**src/rtl/k423_mem_stage_lsu_if.sv**
```systemverilog
// Bundle of EX -> MEM -> WB signals plus the data-memory response for the k423 MEM stage.
// Handshake: a result moves to WB when mem_stage_vld_o & wb_stage_rdy_i; EX holds ex_* while ex_stage_vld_i & ~mem_stage_rdy_o.
interface k423_mem_stage_lsu_if #(
  parameter int XLEN     = 32,
  parameter int ADDR_W   = 32,
  parameter int RSDIDX_W = 5
);
  logic                ex_stage_vld_i;
  logic                mem_stage_vld_o;
  logic                mem_stage_rdy_o;
  logic                wb_stage_rdy_i;
  logic [ADDR_W-1:0]   ex_pc_i;
  logic                ex_rd_vld_i;
  logic [RSDIDX_W-1:0] ex_rd_idx_i;
  logic [XLEN-1:0]     ex_rd_i;
  logic                ex_rd_load_i;
  logic [1:0]          ex_rd_load_size_i;
  logic                ex_rd_load_unsigned_i;
  logic [ADDR_W-1:0]   ex_rd_load_addr_i;
  logic                ex_bju_br_tkn_i;
  logic [XLEN-1:0]     ex_bju_br_pc_i;
  logic                mem_data_rsp_vld_i;
  logic [XLEN-1:0]     mem_data_rsp_rdata_i;
  logic                mem_data_rsp_err_i;
  logic [ADDR_W-1:0]   mem_pc_o;
  logic                mem_rd_vld_o;
  logic [RSDIDX_W-1:0] mem_rd_idx_o;
  logic [XLEN-1:0]     mem_rd_o;
  logic                mem_bju_br_tkn_o;
  logic [XLEN-1:0]     mem_bju_br_pc_o;
  logic                mem_excp_misalign_o;
  logic                mem_excp_fault_o;
  logic [1:0]          dbg_state;

  modport master (
    output ex_stage_vld_i, wb_stage_rdy_i, ex_pc_i, ex_rd_vld_i, ex_rd_idx_i, ex_rd_i,
           ex_rd_load_i, ex_rd_load_size_i, ex_rd_load_unsigned_i, ex_rd_load_addr_i,
           ex_bju_br_tkn_i, ex_bju_br_pc_i, mem_data_rsp_vld_i, mem_data_rsp_rdata_i, mem_data_rsp_err_i,
    input  mem_stage_vld_o, mem_stage_rdy_o, mem_pc_o, mem_rd_vld_o, mem_rd_idx_o, mem_rd_o,
           mem_bju_br_tkn_o, mem_bju_br_pc_o, mem_excp_misalign_o, mem_excp_fault_o, dbg_state
  );

  modport slave (
    input  ex_stage_vld_i, wb_stage_rdy_i, ex_pc_i, ex_rd_vld_i, ex_rd_idx_i, ex_rd_i,
           ex_rd_load_i, ex_rd_load_size_i, ex_rd_load_unsigned_i, ex_rd_load_addr_i,
           ex_bju_br_tkn_i, ex_bju_br_pc_i, mem_data_rsp_vld_i, mem_data_rsp_rdata_i, mem_data_rsp_err_i,
    output mem_stage_vld_o, mem_stage_rdy_o, mem_pc_o, mem_rd_vld_o, mem_rd_idx_o, mem_rd_o,
           mem_bju_br_tkn_o, mem_bju_br_pc_o, mem_excp_misalign_o, mem_excp_fault_o, dbg_state
  );
endinterface

```
**src/rtl/k423_mem_stage_lsu.sv**
```systemverilog
// k423 MEM stage: waits for the data-memory response on loads, extracts/extends load data,
// holds a response across WB stalls, and flags misaligned / faulting loads (incl. timeout).
module k423_mem_stage_lsu #(
  parameter int XLEN        = 32,
  parameter int ADDR_W      = 32,
  parameter int RSDIDX_W    = 5,
  parameter int RSP_TIMEOUT = 255
) (
  input logic                 clk_i,
  input logic                 rst_i,
  k423_mem_stage_lsu_if.slave bus
);
  localparam int OFF_W = (XLEN == 64) ? 3 : 2;
  localparam int CNT_W = $clog2(RSP_TIMEOUT + 2);
  localparam logic [CNT_W-1:0] TMO_VAL = CNT_W'(RSP_TIMEOUT);
  localparam bit TMO_EN = (RSP_TIMEOUT != 0);

  localparam logic [1:0] S_IDLE = 2'd0;
  localparam logic [1:0] S_WAIT = 2'd1;
  localparam logic [1:0] S_HOLD = 2'd2;

  logic [1:0]       state;
  logic [CNT_W-1:0] cnt;
  logic             stale;
  logic [XLEN-1:0]  hold_data;
  logic             hold_fault;
  logic             hold_rd_vld;

  logic             is_load, misalign, aligned_load;
  logic             rsp_hit, timeout_hit, done, fault_now, consume;
  logic [2:0]       addr_lo;
  logic [OFF_W-1:0] off, lane_mask, off_m;
  logic [63:0]      shifted, ext64;
  logic [XLEN-1:0]  load_data;
  logic             sx;
  logic             unused_ok;

  assign is_load = bus.ex_rd_load_i;
  assign addr_lo = bus.ex_rd_load_addr_i[2:0];

  always_comb begin
    misalign = 1'b0;
    case (bus.ex_rd_load_size_i)
      2'b01:   misalign = addr_lo[0];
      2'b10:   misalign = |addr_lo[1:0];
      2'b11:   misalign = (XLEN == 32) || (|addr_lo);
      default: misalign = 1'b0;
    endcase
    misalign = misalign & is_load;
  end

  assign aligned_load = bus.ex_stage_vld_i & is_load & ~misalign;

  // A response while stale belongs to a load that already timed out; it never counts.
  assign rsp_hit = bus.mem_data_rsp_vld_i & ~stale & aligned_load & (state != S_HOLD);
  assign timeout_hit = TMO_EN && (state == S_WAIT) && (cnt == TMO_VAL) && !rsp_hit;

  assign done = ~is_load | misalign | rsp_hit | (state == S_HOLD) | timeout_hit;

  assign bus.mem_stage_vld_o = ~rst_i & bus.ex_stage_vld_i & done;
  assign bus.mem_stage_rdy_o = ~rst_i & (~bus.ex_stage_vld_i | (done & bus.wb_stage_rdy_i));
  assign consume = bus.ex_stage_vld_i & bus.mem_stage_rdy_o;

  assign fault_now = (state == S_HOLD) ? hold_fault
                                       : (timeout_hit | (rsp_hit & bus.mem_data_rsp_err_i));

  // Low lane bits are masked per size so the shift always lands on the naturally aligned lane.
  assign off       = bus.ex_rd_load_addr_i[OFF_W-1:0];
  assign lane_mask = OFF_W'((4'd1 << bus.ex_rd_load_size_i) - 4'd1);
  assign off_m     = off & ~lane_mask;
  assign shifted   = 64'(bus.mem_data_rsp_rdata_i) >> {off_m, 3'b000};
  assign sx        = ~bus.ex_rd_load_unsigned_i;

  always_comb begin
    case (bus.ex_rd_load_size_i)
      2'b00:   ext64 = {{56{sx & shifted[7]}},  shifted[7:0]};
      2'b01:   ext64 = {{48{sx & shifted[15]}}, shifted[15:0]};
      2'b10:   ext64 = {{32{sx & shifted[31]}}, shifted[31:0]};
      default: ext64 = shifted;
    endcase
  end

  assign load_data = ext64[XLEN-1:0];

  always_comb begin
    bus.mem_rd_o            = bus.ex_rd_i;
    bus.mem_rd_vld_o        = bus.ex_rd_vld_i;
    bus.mem_rd_idx_o        = bus.ex_rd_idx_i;
    bus.mem_excp_misalign_o = 1'b0;
    bus.mem_excp_fault_o    = 1'b0;
    if (is_load) begin
      if (misalign) begin
        bus.mem_rd_o            = '0;
        bus.mem_rd_vld_o        = 1'b0;
        bus.mem_excp_misalign_o = 1'b1;
      end else if (fault_now) begin
        bus.mem_rd_o         = '0;
        bus.mem_rd_vld_o     = 1'b0;
        bus.mem_excp_fault_o = 1'b1;
      end else if (state == S_HOLD) begin
        bus.mem_rd_o     = hold_data;
        bus.mem_rd_vld_o = hold_rd_vld;
      end else begin
        bus.mem_rd_o = load_data;
      end
    end
    if (rst_i) begin
      bus.mem_rd_o            = '0;
      bus.mem_rd_vld_o        = 1'b0;
      bus.mem_rd_idx_o        = '0;
      bus.mem_excp_misalign_o = 1'b0;
      bus.mem_excp_fault_o    = 1'b0;
    end
  end

  assign bus.mem_pc_o         = bus.ex_pc_i;
  assign bus.mem_bju_br_tkn_o = bus.ex_bju_br_tkn_i;
  assign bus.mem_bju_br_pc_o  = bus.ex_bju_br_pc_i;
  assign bus.dbg_state        = state;

  always_ff @(posedge clk_i) begin
    if (rst_i) begin
      state       <= S_IDLE;
      cnt         <= '0;
      stale       <= 1'b0;
      hold_data   <= '0;
      hold_fault  <= 1'b0;
      hold_rd_vld <= 1'b0;
    end else begin
      if (timeout_hit) begin
        stale <= 1'b1;
      end else if (bus.mem_data_rsp_vld_i && stale) begin
        stale <= 1'b0;
      end
      case (state)
        S_IDLE, S_WAIT: begin
          if (aligned_load) begin
            if (rsp_hit || timeout_hit) begin
              cnt <= '0;
              if (bus.wb_stage_rdy_i) begin
                state <= S_IDLE;
              end else begin
                state       <= S_HOLD;
                hold_data   <= load_data;
                hold_fault  <= fault_now;
                hold_rd_vld <= bus.ex_rd_vld_i & ~fault_now;
              end
            end else if (state == S_IDLE) begin
              state <= S_WAIT;
              cnt   <= CNT_W'(1);
            end else if (cnt != '1) begin
              cnt <= cnt + 1'b1;
            end
          end
        end
        S_HOLD: begin
          if (consume) state <= S_IDLE;
        end
        default: state <= S_IDLE;
      endcase
    end
  end

  assign unused_ok = ^{bus.ex_rd_load_addr_i, ext64};
endmodule

```
**src/flat_wrapper.sv**
```systemverilog
// flat-port wrapper written by rule: the top's interface ports become plain ports
module k423_mem_stage_lsu_flat 
#(
  parameter int XLEN        = 32,
  parameter int ADDR_W      = 32,
  parameter int RSDIDX_W    = 5,
  parameter int RSP_TIMEOUT = 255
)
  (clk_i, rst_i, bus_ex_stage_vld_i, bus_wb_stage_rdy_i, bus_ex_pc_i, bus_ex_rd_vld_i, bus_ex_rd_idx_i, bus_ex_rd_i, bus_ex_rd_load_i, bus_ex_rd_load_size_i, bus_ex_rd_load_unsigned_i, bus_ex_rd_load_addr_i, bus_ex_bju_br_tkn_i, bus_ex_bju_br_pc_i, bus_mem_data_rsp_vld_i, bus_mem_data_rsp_rdata_i, bus_mem_data_rsp_err_i, bus_mem_stage_vld_o, bus_mem_stage_rdy_o, bus_mem_pc_o, bus_mem_rd_vld_o, bus_mem_rd_idx_o, bus_mem_rd_o, bus_mem_bju_br_tkn_o, bus_mem_bju_br_pc_o, bus_mem_excp_misalign_o, bus_mem_excp_fault_o, bus_dbg_state);
  k423_mem_stage_lsu_if #(.XLEN(XLEN), .ADDR_W(ADDR_W), .RSDIDX_W(RSDIDX_W)) bus_i ();
  input logic clk_i;
  input logic rst_i;
  input wire logic [$bits(bus_i.ex_stage_vld_i)-1:0] bus_ex_stage_vld_i;
  input wire logic [$bits(bus_i.wb_stage_rdy_i)-1:0] bus_wb_stage_rdy_i;
  input wire logic [$bits(bus_i.ex_pc_i)-1:0] bus_ex_pc_i;
  input wire logic [$bits(bus_i.ex_rd_vld_i)-1:0] bus_ex_rd_vld_i;
  input wire logic [$bits(bus_i.ex_rd_idx_i)-1:0] bus_ex_rd_idx_i;
  input wire logic [$bits(bus_i.ex_rd_i)-1:0] bus_ex_rd_i;
  input wire logic [$bits(bus_i.ex_rd_load_i)-1:0] bus_ex_rd_load_i;
  input wire logic [$bits(bus_i.ex_rd_load_size_i)-1:0] bus_ex_rd_load_size_i;
  input wire logic [$bits(bus_i.ex_rd_load_unsigned_i)-1:0] bus_ex_rd_load_unsigned_i;
  input wire logic [$bits(bus_i.ex_rd_load_addr_i)-1:0] bus_ex_rd_load_addr_i;
  input wire logic [$bits(bus_i.ex_bju_br_tkn_i)-1:0] bus_ex_bju_br_tkn_i;
  input wire logic [$bits(bus_i.ex_bju_br_pc_i)-1:0] bus_ex_bju_br_pc_i;
  input wire logic [$bits(bus_i.mem_data_rsp_vld_i)-1:0] bus_mem_data_rsp_vld_i;
  input wire logic [$bits(bus_i.mem_data_rsp_rdata_i)-1:0] bus_mem_data_rsp_rdata_i;
  input wire logic [$bits(bus_i.mem_data_rsp_err_i)-1:0] bus_mem_data_rsp_err_i;
  output wire logic [$bits(bus_i.mem_stage_vld_o)-1:0] bus_mem_stage_vld_o;
  output wire logic [$bits(bus_i.mem_stage_rdy_o)-1:0] bus_mem_stage_rdy_o;
  output wire logic [$bits(bus_i.mem_pc_o)-1:0] bus_mem_pc_o;
  output wire logic [$bits(bus_i.mem_rd_vld_o)-1:0] bus_mem_rd_vld_o;
  output wire logic [$bits(bus_i.mem_rd_idx_o)-1:0] bus_mem_rd_idx_o;
  output wire logic [$bits(bus_i.mem_rd_o)-1:0] bus_mem_rd_o;
  output wire logic [$bits(bus_i.mem_bju_br_tkn_o)-1:0] bus_mem_bju_br_tkn_o;
  output wire logic [$bits(bus_i.mem_bju_br_pc_o)-1:0] bus_mem_bju_br_pc_o;
  output wire logic [$bits(bus_i.mem_excp_misalign_o)-1:0] bus_mem_excp_misalign_o;
  output wire logic [$bits(bus_i.mem_excp_fault_o)-1:0] bus_mem_excp_fault_o;
  output wire logic [$bits(bus_i.dbg_state)-1:0] bus_dbg_state;
  assign bus_i.ex_stage_vld_i = bus_ex_stage_vld_i;
  assign bus_i.wb_stage_rdy_i = bus_wb_stage_rdy_i;
  assign bus_i.ex_pc_i = bus_ex_pc_i;
  assign bus_i.ex_rd_vld_i = bus_ex_rd_vld_i;
  assign bus_i.ex_rd_idx_i = bus_ex_rd_idx_i;
  assign bus_i.ex_rd_i = bus_ex_rd_i;
  assign bus_i.ex_rd_load_i = bus_ex_rd_load_i;
  assign bus_i.ex_rd_load_size_i = bus_ex_rd_load_size_i;
  assign bus_i.ex_rd_load_unsigned_i = bus_ex_rd_load_unsigned_i;
  assign bus_i.ex_rd_load_addr_i = bus_ex_rd_load_addr_i;
  assign bus_i.ex_bju_br_tkn_i = bus_ex_bju_br_tkn_i;
  assign bus_i.ex_bju_br_pc_i = bus_ex_bju_br_pc_i;
  assign bus_i.mem_data_rsp_vld_i = bus_mem_data_rsp_vld_i;
  assign bus_i.mem_data_rsp_rdata_i = bus_mem_data_rsp_rdata_i;
  assign bus_i.mem_data_rsp_err_i = bus_mem_data_rsp_err_i;
  assign bus_mem_stage_vld_o = bus_i.mem_stage_vld_o;
  assign bus_mem_stage_rdy_o = bus_i.mem_stage_rdy_o;
  assign bus_mem_pc_o = bus_i.mem_pc_o;
  assign bus_mem_rd_vld_o = bus_i.mem_rd_vld_o;
  assign bus_mem_rd_idx_o = bus_i.mem_rd_idx_o;
  assign bus_mem_rd_o = bus_i.mem_rd_o;
  assign bus_mem_bju_br_tkn_o = bus_i.mem_bju_br_tkn_o;
  assign bus_mem_bju_br_pc_o = bus_i.mem_bju_br_pc_o;
  assign bus_mem_excp_misalign_o = bus_i.mem_excp_misalign_o;
  assign bus_mem_excp_fault_o = bus_i.mem_excp_fault_o;
  assign bus_dbg_state = bus_i.dbg_state;
  k423_mem_stage_lsu #(.XLEN(XLEN), .ADDR_W(ADDR_W), .RSDIDX_W(RSDIDX_W), .RSP_TIMEOUT(RSP_TIMEOUT)) u_core (.clk_i(clk_i), .rst_i(rst_i), .bus(bus_i));
endmodule
```
**config.mk**
```make
export PLATFORM = sky130hd
export DESIGN_NAME = k423_mem_stage_lsu_flat
export DESIGN_NICKNAME = d
export VERILOG_FILES = /design/src/rtl/k423_mem_stage_lsu_if.sv /design/src/rtl/k423_mem_stage_lsu.sv /design/src/flat_wrapper.sv
export SDC_FILE = /design/constraint.sdc
export NUM_CORES = 1
export LEC_CHECK = 0
export CAP_MARGIN = 0
export CORE_MARGIN = 8
export CORE_UTILIZATION = 35
export DETAILED_ROUTE_END_ITERATION = 8
export MAX_ROUTING_LAYER = met4
export PLACE_DENSITY = 0.88
export SYNTH_ARGS = -nofsm -noshare
export SYNTH_HDL_FRONTEND = slang
export SYNTH_SLANG_ARGS = --single-unit
export TNS_END_PERCENT = 30
```
**constraint.sdc**
```tcl
create_clock -name clk_i -period 3.14 [get_ports clk_i]
set_input_delay 0.314 -clock clk_i [delete_from_list [all_inputs] [get_ports clk_i]]
set_output_delay 0.314 -clock clk_i [all_outputs]
set_load 0.02 [all_outputs]
```
## Yosys cells after proc, flatten, opt, wreduce, memory -nomap -nowiden

Index checks and enable logic that the tools add are counted.

| storage, ports and cells | value |
|---|---|
| register bits | 46 |
| output and inout port bits | 109 |

| cells by class | value |
|---|---|
| shift operators | 2 |
| mux-type cells | 32 |
| add/sub/neg operators | 2 |
| bitwise gates (word level) | 31 |
| equal/unequal tests | 11 |
| reduce and logical (&&, ||, !) cells | 14 |

Operators by type and width:

| kind | number |
|---|---|
| two-way mux 32 bit | 5 |
| case mux 32 bit (3 select lines) | 1 |
| right shift 32 x 5 -> 32 bit | 1 |
| two-way mux 9 bit | 3 |
| AND 1 bit | 15 |
| two-way mux 1 bit | 15 |
| two-way mux 2 bit | 5 |
| adder 9 x 1 -> 9 bit (second input constant) | 1 |
| == test 9 x 8 -> 1 bit (second input constant) | 1 |
| != test 9 bit (second input constant) | 1 |
| inverter 1 bit | 8 |
| == test 2 bit (second input constant) | 3 |
| OR 1 bit | 6 |
| AND reduction 3 bit | 2 |
| two-way mux 5 bit | 1 |
| == test 2 x 1 -> 1 bit (second input constant) | 2 |
| logical NOT 2 bit | 2 |
| != test 2 x 1 -> 1 bit (second input constant) | 2 |
| case mux 2 bit (2 select lines) | 1 |
| AND reduction 4 bit | 1 |
| OR reduction 2 bit | 2 |
| logical AND 1 bit | 3 |
| != test 3 x 1 -> 1 bit (second input constant) | 1 |
| case mux 1 bit (3 select lines) | 1 |
| 9 further kinds | 9 |

## Longest topological paths before layout

| logic depth | value |
|---|---|
| depth after elaboration | 16 |
| depth in mapped cells | 12 |
| mapped depth without buffers | 10 |

## Least setup slack after synthesis

Ideal clock, no wire load.

| path | value |
|---|---|
| path type | register to output |
| start point | register u_core.cnt[0] |
| end point | output bus_mem_rd_o[10] |
| path buffers | 1 |
| path slack | 0.396 ns |
| arrival | 2.430 ns |
| stages on the path, launching flop included | 11 |
| cell sequence | dfxtp_1 -> ha_1 -> and3_1 -> nand3_1 -> nor2_1 -> ha_1 -> and3b_1 -> mux2i_1 -> nand3_1 -> clkbuf_1 -> o21ai_0 |

| between the ends | value |
|---|---|
| longest elaborated chain between the ends | 9 |

Ends and longest elaborated chain:

| item | line | text |
|---|---|---|
| start: declaration | k423_mem_stage_lsu.sv:23 | `logic [CNT_W-1:0] cnt;` |
| start signal: assignment | k423_mem_stage_lsu.sv:152 | `cnt <= cnt + 1'b1;` |
| == test 9 x 8 -> 1 bit | k423_mem_stage_lsu.sv:56 | `assign timeout_hit = TMO_EN && (state == S_WAIT) && (cnt == TMO_VAL) && !rsp_hit;` |
| logical AND 1 bit (2 in series) | k423_mem_stage_lsu.sv:56 |  |
| OR 1 bit | k423_mem_stage_lsu.sv:65 | `: (timeout_hit \| (rsp_hit & bus.mem_data_rsp_err_i));` |
| two-way mux 1 bit | k423_mem_stage_lsu.sv:64 | `assign fault_now = (state == S_HOLD) ? hold_fault` |
| two-way mux 32 bit | k423_mem_stage_lsu.sv:96 | `end else if (fault_now) begin` |
| two-way mux 32 bit | k423_mem_stage_lsu.sv:92 | `if (misalign) begin` |
| two-way mux 32 bit | k423_mem_stage_lsu.sv:91 | `if (is_load) begin` |
| two-way mux 32 bit | k423_mem_stage_lsu.sv:107 | `if (rst_i) begin` |
| end: declaration | flat_wrapper.sv:33 | `output wire logic [$bits(bus_i.mem_rd_o)-1:0] bus_mem_rd_o;` |

Every way passes these cells.

## Final worst setup path

| path | value |
|---|---|
| start point | input bus_ex_rd_load_size_i[0] |
| end point | output bus_mem_rd_o[22] |

| between the ends | value |
|---|---|
| longest elaborated chain between the ends | 15 |

Ends and longest elaborated chain:

| item | line | text |
|---|---|---|
| start: declaration | flat_wrapper.sv:20 | `input wire logic [$bits(bus_i.ex_rd_load_size_i)-1:0] bus_ex_rd_load_size_i;` |
| parallel branches: the longest is 12 deep, another holds subtractor 2 x 1 -> 2 bit | n/a |  |
| two-way mux 32 bit (*) | k423_mem_stage_lsu.sv:92 |  |
| two-way mux 32 bit (*) | k423_mem_stage_lsu.sv:91 |  |
| two-way mux 32 bit (*) | k423_mem_stage_lsu.sv:107 |  |

Mark *: on every way between the ends.

==> summary.txt <==
Floorplan
  • Die area: 14800 µm²
  • Die Span Y: 122 µm
  • CORE AREA: 10800 µm²
  • Row count: 38
  • Die X: 122 µm
  • Boundary pin count: 286
  • Starting Density: 36.0%

Worst setup path
  • Crit path launch type: input port
  • Nature of the critical path endpoint: output port
  • Buf+Inv Stages, Crit Path: 5
  • Arr. time, crit path: 2.77 ns
  • Slowest stage delay, CP: 0.43 ns
  • Crit path max fanout: 6
  • Kind of critical path: input port to output port
  • Cell family with the largest share of critical-path delay: buffers and inverters
  • Most frequent CP cell: buf_4
  • Critical Path, Cell by Cell: clkdlybuf4s50_1, or2_2, ha_4, and2_4, buf_4, a2111oi_4, o32ai_2, nor2b_4, buf_4, buf_4, o2bb2ai_1, buf_2
  • Slowest cell on crit path: clkdlybuf4s50_1
  • Worst Path Required: 2.83 ns

Clocking
  • CTS Buf Count: 5
  • Sink Count: 46
  • Root Driver: clkbuf_8
  • Htree depth: 2
  • Bufs on Longest Clock Path: 2
  • CTS tree: done
  • CTS clk-pin slew, worst paths: 0.09 ns
  • Post-CTS Hold Buffers: 0
  • Worst skew pair latency: 0.31 ns

Routing
  • Drt pass-1 iters: 5
  • Drt wl/cell: 18.9 µm
  • Final WL: 14.3 mm
  • DRT iter0 DRCs: 267
  • Vias per cell: 5.68
  • Routed Antenna Nets: 0
  • Via Count: 4293
  • DR DRC count: 0

Run status
  • Status: finished clean

STA
  • Clk_skew: 0.00795 ns
  • Setup violations, final: 0
  • Slew headroom: 17.4%
  • Setup ws final: 0.0600 ns
  • Final hold vios: 0
  • RSZ-0062 raised after global routing: true
  • Fmax: 325 MHz
  • Post-layout minimum cycle time: 3.08 ns
  • Max Transition Viols Final: 0
  • Fin crit share: 98.1%
  • Actual slew at the worst max-slew pin: 1.23 ns
  • Hold slack: 0.457 ns

Synth
  • Ys async rst share: 0%
  • Syn Std Cell Area: 3900 µm²
  • Synth Instances: 517
  • Count of cell types in the netlist: 55
  • Yosys reg bits: 46
  • Mean area per synthesized cell: 7.55 µm²
  • Ys Warns: 0
  • Register area share after synthesis: 23.6%
  • Count of flip-flops with a built-in enable after synthesis: 0
  • Cell taking the most area after synthesis: dfxtp_1
  • Area contributors post-synth: dfxtp_1 (24%), buf_4 (13%), mux2i_1 (8.2%)
  • Area share of the largest cell type after synthesis: 23.6%
  • Mapped Nets: 698
  • Top_reg_cell synth: dfxtp_1

Power
  • Net Switching: 0.515 mW
  • Sw frac: 31.9%
  • Leakage: 2.14 nW
  • Pwr dens: 306 nW/µm²
  • Logic pwr share: 34.7%
  • Cell Int Power: 1.10 mW
  • Clk pwr share: 28.6%
  • Worst vdd ir: 183 µV
  • Sequential power share: 36.7%

Min path
  • Worst hold path type: register to register

Placed design
  • Placed cell area: 5170 µm²
  • Detailed Place HPWL: 11.2 mm
  • GPL Wtd Cong: 0.931
  • Place WS: -0.675 ns
  • # port buffers: 125

Global route
  • Antenna violations before repair: 0
  • Gr ovfl total: 0
  • Vias in the first global route: 4454
  • Global-route wire length before repair: 22.3 mm
  • Largest net degree at the start of global routing: 44
  • GRT Total Usage: 19.1%

Final layout
  • Layout fillers: 1071
  • Final Util: 48.7%
  • Share of layout cells above drive strength 1: 21.6%
  • Fin nets: 796
  • Layout area overhead: 35.3%
  • Ant diodes: 0
  • Final Cell Area: 5280 µm²

Job
  • Max-cap violation count: 0
-- per-layer routing --
metal  global-route usage, %  wire (µm)  vias up
li1                        -          -     2006
met1                    21.5       6000     2014
met2                    31.3       6710      218
met3                    4.81       1060       55
met4                    8.64        533        0
met5                       -          0        -
-- cells in the mapped netlist, drive strengths merged, types with 2 or more instances --
| library cell | count |
|---|---|
| a21oi | 62 |
| a221o | 8 |
| a22oi | 17 |
| a311oi | 2 |
| a31oi | 7 |
| and3 | 4 |
| and3b | 2 |
| buf | 80 |
| clkbuf | 21 |
| dfxtp | 46 |
| ha | 4 |
| inv | 9 |
| mux2i | 32 |
| nand2 | 66 |
| nand2b | 3 |
| nand3 | 32 |
| nand3b | 2 |
| nor2 | 9 |
| nor2b | 16 |
| nor3 | 5 |
| nor3b | 2 |
| nor4 | 3 |
| o21a | 4 |
| o21ai | 31 |
| o22ai | 5 |
| o2bb2ai | 15 |
| o32ai | 6 |
| or3 | 4 |
-- power groups by stage --
stage | Sequential, mW | Combinational [mW] | Clock, mW
6_report | 0.592 | 0.560 | 0.462
5_1_grt | 0.592 | 0.597 | 0.491
4_1_cts | 0.591 | 0.551 | 0.471
3_5_place_dp | 0.605 | 0.557 | 0
3_3_place_gp | 0.605 | 0.546 | 0
2_1_floorplan | 0.605 | 0.374 | 0
-- layout make-up --
| class | count | area [µm²] | area share, % |
|---|---|---|---|
| well taps | 140 | 175 | 3.32 |
| flip-flops and latches | 46 | 921 | 17.4 |
| multi-input cells | 360 | 2370 | 44.8 |
| clock inverters | 2 | 37.5 | 0.711 |
| clock buffers | 6 | 72.6 | 1.37 |
| inverters | 10 | 37.5 | 0.711 |
| repair buffers | 192 | 1670 | 31.6 |
-- placed cells by master (no fill, tap or decap), types with 5 or more instances in the layout --
cell type,count
a21oi_1,57
a21oi_2,5
a221o_1,8
a22oi_1,17
a31oi_1,7
buf_2,19
buf_4,67
clkbuf_2,6
clkbuf_8,5
clkdlybuf4s50_1,87
dfxtp_1,46
inv_1,9
mux2i_1,31
nand2_1,66
nand3_1,30
nor2_1,7
nor2b_1,14
o21ai_0,24
o21ai_1,6
o2bb2ai_1,15
o32ai_1,5
-- state kept, by name, indices dropped and copies added (netlist names) --
signal	count
u_core.hold_rd_vld	1
u_core.stale	1
u_core.hold_fault	1
u_core.hold_data	32
u_core.cnt	9
u_core.bus.dbg_state	2
-- stage by stage --
stage / std cells / TNS (ns) / total power, mW
finish: 756 / 0 / 1.61
CTS: 755 / -0.543 / 1.61
global route: 756 / -0.230 / 1.68
detailed placement: 742 / -14.23 / 1.16
global placement: 742 / -11.36 / 1.15
floorplan: 517 / 0 / 0.978
-- kinds of logic after synthesis --
logic type	after synthesis	share of synthesized area, %
buffers and inverters	111	17.6
multiplexers	34	9.08
AO/OA/AOI/OAI	167	28.1
adder cells (fa/ha/maj)	4	1.28
AND/OR/NAND/NOR	155	20.3
flip-flops	46	23.6
-- worst paths after layout --
check / startpoint / end / cells after the start / slack [ns]
setup / recovery: bus_ex_rd_load_size_i[0] / bus_mem_rd_o[22] / 12 / 0.06
setup reg to reg: u_core.cnt[0] / u_core.hold_data[3] / 12 / 0.52
hold / removal: u_core.hold_data[29] / u_core.hold_data[29] / 2 / 0.46
hold reg to reg: u_core.hold_data[29] / u_core.hold_data[29] / 2 / 0.46
-- timing repair --
action	4_1_cts	5_1_grt
pin swaps	2	3
setup buffers	5	1
setup endpoints to repair	36	35
resized for setup	124	46
-- worst register-to-register path: stages (launching register included) --
cell     delay [ns]
dfxtp_1        0.35
ha_1           0.17
and3_1         0.22
nand3_2        0.11
nor2_2         0.14
ha_1           0.17
and3b_1        0.20
buf_4          0.13
nor2_2         0.05
or4_1          0.54
buf_4          0.25
nand2_1        0.09
a21oi_1        0.07
Note: power is estimated with default switching activity, not from simulation.
